===== config.mk =====
export PLATFORM = sky130hd
export DESIGN_NAME = cdb_arbiter_flat
export DESIGN_NICKNAME = d
export VERILOG_FILES = /design/src/rtl/cdb_pkg.sv /design/src/rtl/cdb_arbiter_if.sv /design/src/rtl/cdb_src_fifo.sv /design/src/rtl/cdb_arbiter.sv /design/src/flat_wrapper.sv
export SDC_FILE = /design/constraint.sdc
export NUM_CORES = 1
export LEC_CHECK = 0
export CAP_MARGIN = 10
export CORE_ASPECT_RATIO = 1.5
export CORE_MARGIN = 5
export CORE_UTILIZATION = 50
export DETAILED_ROUTE_END_ITERATION = 8
export PLACE_DENSITY = 0.73
export SLEW_MARGIN = 0
export SYNTH_ARGS = -nofsm -noshare
export SYNTH_HDL_FRONTEND = slang
export SYNTH_SLANG_ARGS = --single-unit
export TNS_END_PERCENT = 1

===== constraint.sdc =====
create_clock -name clk -period 4.1 [get_ports clk]
set_input_delay 0.82 -clock clk [delete_from_list [all_inputs] [get_ports clk]]
set_output_delay 0.82 -clock clk [all_outputs]
set_load 0.05 [all_outputs]

===== src/rtl/cdb_pkg.sv =====
// Shared common-data-bus definitions used by the arbiter, the ROB and the reservation stations.
package cdb_pkg;

    localparam int CDB_TAG_W  = 3;
    localparam int CDB_DATA_W = 32;

    localparam int TAG_NONE = 0;

    typedef enum logic [1:0] {
        SRC_ALU = 2'd0,
        SRC_LSU = 2'd1,
        SRC_BR  = 2'd2
    } cdb_src_e;

    // Next round-robin start point: one past the winner, wrapping after the last source.
    function automatic logic [1:0] rr_next(input logic [1:0] idx, input int numSrc);
        if (int'(idx) >= numSrc - 1) begin
            return 2'd0;
        end
        return idx + 2'd1;
    endfunction

endpackage


===== src/rtl/cdb_arbiter_if.sv =====
// Execution-unit result bus and broadcast CDB; the arbiter is the slave side.
interface cdb_arbiter_if
    import cdb_pkg::*;
#(
    parameter int NUM_SRC = 3,
    parameter int TAG_W   = CDB_TAG_W,
    parameter int DATA_W  = CDB_DATA_W
);

    logic                      flush;
    logic [NUM_SRC-1:0]        src_valid;
    logic [NUM_SRC*TAG_W-1:0]  src_tag;
    logic [NUM_SRC*DATA_W-1:0] src_value;
    logic [NUM_SRC-1:0]        src_ready;
    logic                      cdb_valid;
    logic [TAG_W-1:0]          cdb_tag;
    logic [DATA_W-1:0]         cdb_value;
    logic [1:0]                cdb_src;

    modport master (
        output flush,
        output src_valid,
        output src_tag,
        output src_value,
        input  src_ready,
        input  cdb_valid,
        input  cdb_tag,
        input  cdb_value,
        input  cdb_src
    );

    modport slave (
        input  flush,
        input  src_valid,
        input  src_tag,
        input  src_value,
        output src_ready,
        output cdb_valid,
        output cdb_tag,
        output cdb_value,
        output cdb_src
    );

endinterface


===== src/rtl/cdb_src_fifo.sv =====
// Small per-source result FIFO holding (tag, value) pairs until the CDB grants them.
module cdb_src_fifo
    import cdb_pkg::*;
#(
    parameter int TAG_W  = CDB_TAG_W,
    parameter int DATA_W = CDB_DATA_W,
    parameter int DEPTH  = 2
) (
    input  logic              clk,
    input  logic              rst,
    input  logic              i_push,
    input  logic              i_pop,
    input  logic              i_flush,
    input  logic [TAG_W-1:0]  i_tag,
    input  logic [DATA_W-1:0] i_value,
    output logic              o_empty,
    output logic              o_full,
    output logic [TAG_W-1:0]  o_headTag,
    output logic [DATA_W-1:0] o_headValue
);

    localparam int              PTR_W    = $clog2(DEPTH);
    localparam logic [PTR_W:0]  CNT_FULL = (PTR_W + 1)'(DEPTH);
    localparam logic [PTR_W:0]  CNT_ONE  = (PTR_W + 1)'(1);
    localparam logic [PTR_W-1:0] PTR_ONE = PTR_W'(1);

    logic [TAG_W+DATA_W-1:0] r_mem [DEPTH];
    logic [PTR_W-1:0]        r_wrPtr;
    logic [PTR_W-1:0]        r_rdPtr;
    logic [PTR_W:0]          r_count;

    logic w_doPush;
    logic w_doPop;

    assign o_empty  = (r_count == '0);
    assign o_full   = (r_count == CNT_FULL);
    assign w_doPush = i_push && !o_full;
    assign w_doPop  = i_pop && !o_empty;

    assign {o_headTag, o_headValue} = r_mem[r_rdPtr];

    // Pointers wrap naturally since DEPTH is a power of two.
    always_ff @(posedge clk) begin
        if (!rst || i_flush) begin
            r_wrPtr <= '0;
            r_rdPtr <= '0;
            r_count <= '0;
        end else begin
            if (w_doPush) begin
                r_wrPtr <= r_wrPtr + PTR_ONE;
            end
            if (w_doPop) begin
                r_rdPtr <= r_rdPtr + PTR_ONE;
            end
            case ({w_doPush, w_doPop})
                2'b10:   r_count <= r_count + CNT_ONE;
                2'b01:   r_count <= r_count - CNT_ONE;
                default: r_count <= r_count;
            endcase
        end
    end

    always_ff @(posedge clk) begin
        if (w_doPush) begin
            r_mem[r_wrPtr] <= {i_tag, i_value};
        end
    end

endmodule


===== src/rtl/cdb_arbiter.sv =====
// Round-robin arbiter sharing the single ROB write-back port (the CDB) between execution units.
module cdb_arbiter
    import cdb_pkg::*;
#(
    parameter int NUM_SRC = 3,
    parameter int TAG_W   = CDB_TAG_W,
    parameter int DATA_W  = CDB_DATA_W,
    parameter int DEPTH   = 2
) (
    input  logic          clk,
    input  logic          rst,
    cdb_arbiter_if.slave  bus
);

    localparam logic [TAG_W-1:0] W_TAG_NONE = TAG_W'(TAG_NONE);

    logic [NUM_SRC-1:0] w_empty;
    logic [NUM_SRC-1:0] w_full;
    logic [NUM_SRC-1:0] w_push;
    logic [NUM_SRC-1:0] w_pop;
    logic [TAG_W-1:0]   w_headTag   [NUM_SRC];
    logic [DATA_W-1:0]  w_headValue [NUM_SRC];

    logic              w_grantValid;
    logic [1:0]        w_grantIdx;
    logic [TAG_W-1:0]  w_grantTag;
    logic [DATA_W-1:0] w_grantValue;

    logic [1:0]        r_rrPtr;
    logic              r_cdbValid;
    logic [TAG_W-1:0]  r_cdbTag;
    logic [DATA_W-1:0] r_cdbValue;
    logic [1:0]        r_cdbSrc;

    // Ready comes straight from registered fullness, never from this cycle's pop.
    assign bus.src_ready = ~w_full;

    for (genvar i = 0; i < NUM_SRC; i++) begin : g_src
        assign w_push[i] = bus.src_valid[i] && !w_full[i] && !bus.flush
                           && (bus.src_tag[i*TAG_W +: TAG_W] != W_TAG_NONE);
        assign w_pop[i]  = w_grantValid && (w_grantIdx == 2'(i));

        cdb_src_fifo #(
            .TAG_W  (TAG_W),
            .DATA_W (DATA_W),
            .DEPTH  (DEPTH)
        ) u_fifo (
            .clk         (clk),
            .rst         (rst),
            .i_push      (w_push[i]),
            .i_pop       (w_pop[i]),
            .i_flush     (bus.flush),
            .i_tag       (bus.src_tag[i*TAG_W +: TAG_W]),
            .i_value     (bus.src_value[i*DATA_W +: DATA_W]),
            .o_empty     (w_empty[i]),
            .o_full      (w_full[i]),
            .o_headTag   (w_headTag[i]),
            .o_headValue (w_headValue[i])
        );
    end

    // First non-empty FIFO at or after the round-robin pointer wins.
    always_comb begin
        w_grantValid = 1'b0;
        w_grantIdx   = 2'd0;
        w_grantTag   = '0;
        w_grantValue = '0;
        for (int off = 0; off < NUM_SRC; off++) begin
            int idx;
            idx = (int'(r_rrPtr) + off) % NUM_SRC;
            if (!w_grantValid && !w_empty[idx]) begin
                w_grantValid = 1'b1;
                w_grantIdx   = 2'(idx);
                w_grantTag   = w_headTag[idx];
                w_grantValue = w_headValue[idx];
            end
        end
    end

    always_ff @(posedge clk) begin
        if (!rst) begin
            r_rrPtr    <= 2'd0;
            r_cdbValid <= 1'b0;
            r_cdbTag   <= '0;
            r_cdbValue <= '0;
            r_cdbSrc   <= 2'd0;
        end else if (bus.flush) begin
            r_rrPtr    <= 2'd0;
            r_cdbValid <= 1'b0;
            r_cdbTag   <= '0;
            r_cdbValue <= '0;
        end else if (w_grantValid) begin
            r_rrPtr    <= rr_next(w_grantIdx, NUM_SRC);
            r_cdbValid <= 1'b1;
            r_cdbTag   <= w_grantTag;
            r_cdbValue <= w_grantValue;
            r_cdbSrc   <= w_grantIdx;
        end else begin
            r_cdbValid <= 1'b0;
            r_cdbTag   <= '0;
            r_cdbValue <= '0;
        end
    end

    assign bus.cdb_valid = r_cdbValid;
    assign bus.cdb_tag   = r_cdbTag;
    assign bus.cdb_value = r_cdbValue;
    assign bus.cdb_src   = r_cdbSrc;

endmodule

===== src/flat_wrapper.sv =====
// flat-port wrapper written by rule: the top's interface ports become plain ports
module cdb_arbiter_flat import cdb_pkg::*;
#(
    parameter int NUM_SRC = 3,
    parameter int TAG_W   = CDB_TAG_W,
    parameter int DATA_W  = CDB_DATA_W,
    parameter int DEPTH   = 2
)
  (clk, rst, bus_flush, bus_src_valid, bus_src_tag, bus_src_value, bus_src_ready, bus_cdb_valid, bus_cdb_tag, bus_cdb_value, bus_cdb_src);
  cdb_arbiter_if #(.NUM_SRC(NUM_SRC), .TAG_W(TAG_W), .DATA_W(DATA_W)) bus_i ();
  input  logic clk;
  input  logic rst;
  input wire logic [$bits(bus_i.flush)-1:0] bus_flush;
  input wire logic [$bits(bus_i.src_valid)-1:0] bus_src_valid;
  input wire logic [$bits(bus_i.src_tag)-1:0] bus_src_tag;
  input wire logic [$bits(bus_i.src_value)-1:0] bus_src_value;
  output wire logic [$bits(bus_i.src_ready)-1:0] bus_src_ready;
  output wire logic [$bits(bus_i.cdb_valid)-1:0] bus_cdb_valid;
  output wire logic [$bits(bus_i.cdb_tag)-1:0] bus_cdb_tag;
  output wire logic [$bits(bus_i.cdb_value)-1:0] bus_cdb_value;
  output wire logic [$bits(bus_i.cdb_src)-1:0] bus_cdb_src;
  assign bus_i.flush = bus_flush;
  assign bus_i.src_valid = bus_src_valid;
  assign bus_i.src_tag = bus_src_tag;
  assign bus_i.src_value = bus_src_value;
  assign bus_src_ready = bus_i.src_ready;
  assign bus_cdb_valid = bus_i.cdb_valid;
  assign bus_cdb_tag = bus_i.cdb_tag;
  assign bus_cdb_value = bus_i.cdb_value;
  assign bus_cdb_src = bus_i.cdb_src;
  cdb_arbiter #(.NUM_SRC(NUM_SRC), .TAG_W(TAG_W), .DATA_W(DATA_W), .DEPTH(DEPTH)) u_core (.clk(clk), .rst(rst), .bus(bus_i));
endmodule

* After elaboration in Yosys (flattened, before gate mapping) *
Memories as Yosys holds them, arrays and structs flattened. A register that Yosys moved wholly into a read port is not among the register bits.
Index checks and enable logic that the tools add are counted.
Widths: inputs -> output; s select.

cells by class
  magnitude comparators = 7
  div/mod/pow operators = 3
  equal/unequal tests = 11
  bitwise logic cells = 7
  multiplexer cells = 61
  add/subtract/negate cells = 15
  reduce and logical (&&, ||, !) cells = 45

operators with widths
  operator               count
  $mux 32                9
  $bmux 32 s2            3
  $ge 32x3->1 const B    3
  $lt 32x4->1 const B    3
  $not 32->32            3
  $mod 32x3->32 const B  2
  $mod 3x3->32 const B   1
  $mux 3                 9
  $mux 1                 26
  $logic_and 1x1->1      20
  $bmux 3 s2             3
  $eq 2x2->1 const B     7
  $pmux 2 s2             3
  $logic_not 1->1        11
  $mux 2                 5
  $reduce_bool 3->1      3
  $add 2x1->2 const B    4
  $eq 2x1->1 const B     4
  $logic_not 2->1        4
  $add 1x1->1 const B    6
  $bmux 1 s2             3
  $reduce_bool 2->1      3
  $sub 2x1->2 const B    3
  $add 2x1->3 const B    1
  other kinds (8)        10

word-level totals
  logic and storage cells = 166
  flip-flop bits (word level) = 52
  bits of input ports = 111
  RAM bits = 210
  memories = 3

memories
  name                          words  width  read ports  clocked after Yosys merged registers in  write ports  RTL line            text
  u_core.g_src[0].u_fifo.r_mem  2      35     1           1                                        1            cdb_src_fifo.sv:27  logic [TAG_W+DATA_W-1:0] r_mem [DEPTH];
  u_core.g_src[1].u_fifo.r_mem  2      35     1           1                                        1            cdb_src_fifo.sv:27
  u_core.g_src[2].u_fifo.r_mem  2      35     1           1                                        1            cdb_src_fifo.sv:27

* Depth between registers and ports, before layout *
  depth in word-level cells = 17
  mapped depth = 12
  gate-level depth less buffers = 11

* By module *
A second synthesis with hierarchy kept.

second synthesis, totals
  cells, all modules = 998
  area, all modules = 12712.2 sq um

by module, submodules not included
  module        times used  cells each  seq. area each (sq um)  area each (sq um)
  cdb_src_fifo  3           136         2202.1                  2746.4
  cdb_arbiter   1           590         800.8                   4473.0

* Worst setup path after synthesis *
OpenSTA, ideal clock, no wires.

  path type = input to register
  start point = input bus_flush
  end point = memory u_core.g_src[0].u_fifo.r_mem[0][0] (netlist bit) (enable)
  slack = 0.784 ns
  library setup time = 0.427 ns
  buffers on the path = 0
  stages on the path = 3
  data arrival time = 2.888 ns
  path through = nor4b_1 -> inv_1 -> nor2_1

on the way
  word-level cells in the longest chain between the ends = 6

RTL lines
  item                          RTL line            text
  start: declaration            flat_wrapper.sv:13  input wire logic [$bits(bus_i.flush)-1:0] bus_flush;
  $logic_not 1->1               cdb_arbiter.sv:39   assign w_push[i] = bus.src_valid[i] && !w_full[i] && !bus.flush
  $logic_and 1x1->1             cdb_arbiter.sv:39
  $logic_and 1x1->1             cdb_arbiter.sv:40   && (bus.src_tag[i*TAG_W +: TAG_W] != W_TAG_NONE);
  $logic_and 1x1->1             cdb_src_fifo.sv:37  assign w_doPush = i_push && !o_full;
  $mux 1                        cdb_src_fifo.sv:64  if (w_doPush) begin
  $mux 1 (not written as such)  cdb_src_fifo.sv:65  r_mem[r_wrPtr] <= {i_tag, i_value};
  end: declaration              cdb_src_fifo.sv:27

Every way passes these cells.

* Worst setup path after layout *
  start point = register u_core.r_rrPtr[0]
  end point = register u_core.r_cdbTag[1] (netlist: u_core.bus.cdb_tag[1])

on the way
  word-level cells in the longest chain between the ends = 13
  elaborated cells between the ends (all ways) = 39
  classes of those cells = add/sub: 2; div: 3; mux: 24; bitwise: 4; reduce/logical: 6

RTL lines
  item                                        RTL line           text
  start: declaration                          cdb_arbiter.sv:29  logic [1:0] r_rrPtr;
  start signal: assignment                    cdb_arbiter.sv:93  r_rrPtr <= rr_next(w_grantIdx, NUM_SRC);
  $add 2x1->3                                 cdb_arbiter.sv:70  idx = (int'(r_rrPtr) + off) % NUM_SRC;
  $mod 32x3->32                               cdb_arbiter.sv:70
  $bmux 1 s2                                  cdb_arbiter.sv:71  if (!w_grantValid && !w_empty[idx]) begin
  $mux 1 (not written as such) (2 in series)  cdb_arbiter.sv:71
  $logic_not 1->1                             cdb_arbiter.sv:71
  $logic_and 1x1->1                           cdb_arbiter.sv:71
  $mux 1                                      cdb_arbiter.sv:71
  $logic_not 1->1                             cdb_arbiter.sv:71
  $logic_and 1x1->1                           cdb_arbiter.sv:71
  $mux 1                                      cdb_arbiter.sv:71
  $not 1->1 (no source line)                  --
  $reduce_or 3->1 (no source line)            --
  end signal: assignment                      cdb_arbiter.sv:95  r_cdbTag <= w_grantTag;
  end: declaration                            cdb_arbiter.sv:31  logic [TAG_W-1:0] r_cdbTag;

Several ways; a longest one is shown, not always the timed one. The select of a mux whose other input is x is not followed.
A chain may end at the register's enable or synchronous reset.

==> run_results.csv <==
group,metric,value,unit
power_and_ir_drop,power.static_leakage,0.00450,uW
sta,clock.fmax,0.316,GHz
routing,drt_iter0_markers,936,
layout,drive_above_1_share,0.110,
cts,clock-sinks,265,
layout,syn_to_final_growth,22.9,%
global_routing,grtUsageMet3,0.0323,
synth,synth_edf_count,210,
worst_setup_path,path_class,"reg -> reg",
synth,synth_ff_type,"edfxtp_1",
synth,syn_avg_cell_area,12.7,sq um
global_routing,grt_busiest_layer,"met2",
layout,design_area,0.0142,sq mm
power_and_ir_drop,vdd_drop_max,0.484,mV
global_routing,antenna_found_initial,0,
synth,synth-seq-cells,265,
synth,ys_top_cells_by_area,"edfxtp_1, dfxtp_1, mux2i_1",
global_routing,use_met2,0.384,
sta,fin_setup_tns,0,ns
sta,slew_headroom,0.343,
synth,syn_inst,909,
worst_setup_path,cp-end-kind,"flip-flop",
layout,nNetsFinal,1149,
placement,place_area,0.0133,sq mm
global_routing,grt_max_degree,66,
synth,synth.yosys.seq_area_share,0.643,
placement,io_buffer_count,151,
worst_setup_path,reg2reg_to,"u_core.bus.cdb_tag[1]",
cts,cts_tree,"built",
die,core,0.0229,sq mm
worst_setup_path,crit_fanout,62,
global_routing,grt_pass1_vias,8462,
routing,vias,8400,
synth,syn-num-nets,1025,
synth,post_synth_most_frequent_cells,"edfxtp_1, nor2_1, a21oi_1",
routing,routedWlPerCell,22.2,um
worst_hold_path,worstHoldEndpoint,"u_core.r_rrPtr[0]",
sta,period_needed,3.17,ns
cts,htreeDepth,1,
sta,tightestPinTransition,0.985,ns
sta,period_share,0.773,
worst_hold_path,hp-start,"u_core.r_rrPtr[0]",
layout,final_util,0.619,
worst_hold_path,min_path_type,"reg -> reg",
cts,clock_latency,0.51,ns
routing,postRouteAntennaNets,0,
sta,finalMaxSlewViolations,0,
worst_setup_path,ff2ff_path_depth,7,
job,max_cap_violations,0,
worst_hold_path,whs_path_depth,2,
worst_setup_path,crit_arrival,3.57,ns
cts,cts_root_buf,"clkbuf_16",
cts,clkTransAtPathRegs,0.06,ns
global_routing,grt_overflow,0,
sta,clock_skew,0.0109,ns
synth,async_flop_share,0,
status,status,"finished, final reports clean",
placement,dp_hpwl,18.9,mm
global_routing,grt_usage,0.218,
die,die_x,134,um
die,initial_core_util,0.503,
worst_setup_path,r2r_start,"u_core.r_rrPtr[0]",
routing,drc,0,
worst_setup_path,rrSetupSlack,0.93,ns
layout,num_antenna_cells,0,
global_routing,grtUsageMet1,0.254,
die,rows,68,
synth,yosys.cell_types.count,50,
sta,hold_viol,0,
synth,synth_warnings,0,
synth,synth_most_common_cell,"edfxtp_1",
routing,viasPerCell,6.31,
global_routing,grt_pass1_wl,45.0,mm
cts,clockBufferDepth,3,
synth,synth_top_area_cell,"edfxtp_1",
die,die_area,0.0262,sq mm
routing,dr.pass1.iters,6,
worst_setup_path,worstSetupStartpointType,"flip-flop",
cts,ctsHoldBuffers,0,
cts,cts_setup_buffers,0,
cts,numCtsBuffers,25,
synth,synth.top_cell.area_share,0.547,
power_and_ir_drop,powerDensity,675,mW/mm^2
power_and_ir_drop,power,9560,uW
synth,synth.cell_area,0.0115,sq mm
sta,rsz0062_at_grt,"no",
placement,gp_congestion,0.781,
worst_setup_path,startpoint,"u_core.r_rrPtr[0]",
routing,routed_wl,29.6,mm
die,die_h,196,um
die,pin_count,152,
sta,finalSetupViolations,0,
worst_setup_path,crit_required,4.51,ns
cts,cts_resized,0,
-- area by class of cell --
cell class | instances | area, sq um
fill | 1772 | 8720
sequential | 265 | 7410
multi-input combinational | 562 | 3840
timing repair buffer | 169 | 1700
clock buffer | 32 | 672
tap | 280 | 350
clock inverter | 13 | 156
inverter | 10 | 37.5
-- state kept, by name (all words and copies together), names as in the netlist, named ones only --
name	count
u_core.g_src.u_fifo.r_mem	210
u_core.bus.cdb_value	32
u_core.g_src.u_fifo.r_count	6
u_core.bus.cdb_tag	3
u_core.g_src.u_fifo.r_rdPtr	3
u_core.g_src.u_fifo.r_wrPtr	3
u_core.bus.cdb_src	2
u_core.r_rrPtr	2
u_core.bus.cdb_valid	1
-- per-layer routing --
layer  vias to the layer above  wire (um)
met5                         -          0
met4                         0       1670
met3                       108       2200
met2                       467      14800
met1                      4051      10900
li1                       3774          -
-- power by group --
part | total, uW | switching, uW | internal [uW]
logic | 3880 | 2440 | 1440
clock network | 2330 | 973 | 1350
registers | 3360 | 222 | 3130
total | 9560 | 3640 | 5920
-- worst max path at each step --
stage / to / cells after the start
floorplan: u_core.g_src[0].u_fifo.r_mem[0][0] / 3
global placement: u_core.g_src[0].u_fifo.r_mem[1][32] / 4
detailed placement: u_core.g_src[1].u_fifo.r_mem[0][10] / 5
CTS: u_core.bus.cdb_tag[1] / 7
global route: u_core.bus.cdb_tag[2] / 7
finish: u_core.bus.cdb_tag[1] / 7
-- logic make-up (layout without fill, tap and decap cells) --
| kind of cell | count (synthesis) | count (layout) | synth area share |
|---|---|---|---|
| mux | 108 | 108 | 0.0977 |
| simple gates | 163 | 163 | 0.0657 |
| fa+ha+maj | 5 | 5 | 0.00543 |
| xor+xnor | 9 | 9 | 0.00684 |
| buf+inv | 82 | 224 | 0.0300 |
| flops | 265 | 265 | 0.643 |
| compound gates | 277 | 277 | 0.151 |
-- critical path, stage by stage, from the launching register on --
cell and delay [ns]:
dfxtp_1 0.36, inv_1 0.08, ha_4 0.64, buf_4 0.63, nand2b_2 0.66, nor2_1 0.28
o22ai_1 0.11, a21oi_1 0.26
-- layout by cell type, fill, tap and decap left out, types with 4 or more instances in the layout --
| cell type | n |
|---|---|
| a211oi_1 | 37 |
| a21oi_1 | 114 |
| a221oi_1 | 33 |
| buf_12 | 4 |
| buf_4 | 13 |
| clkbuf_1 | 5 |
| clkbuf_16 | 25 |
| clkdlybuf4s50_1 | 151 |
| clkinv_2 | 4 |
| dfxtp_1 | 52 |
| edfxtp_1 | 210 |
| ha_1 | 4 |
| inv_1 | 9 |
| mux2_2 | 36 |
| mux2i_1 | 72 |
| nor2_1 | 113 |
| nor3_1 | 6 |
| nor4b_1 | 5 |
| o21ai_0 | 8 |
| o22ai_1 | 68 |
| or3_1 | 9 |
| xnor2_1 | 6 |
-- stage by stage --
| stage | hold slack (ns) | setup slack [ns] | cells |
|---|---|---|---|
| after global routing | 0.512 | 0.786 | 1331 |
| after CTS | 0.488 | 0.951 | 1330 |
| after detailed placement | 0.479 | 0.916 | 1285 |
| final | 0.483 | 0.933 | 1331 |
| after floorplan | 0.452 | 0.784 | 909 |
| after global placement | 0.474 | 0.962 | 1285 |
(Power assumes the default switching activity.)
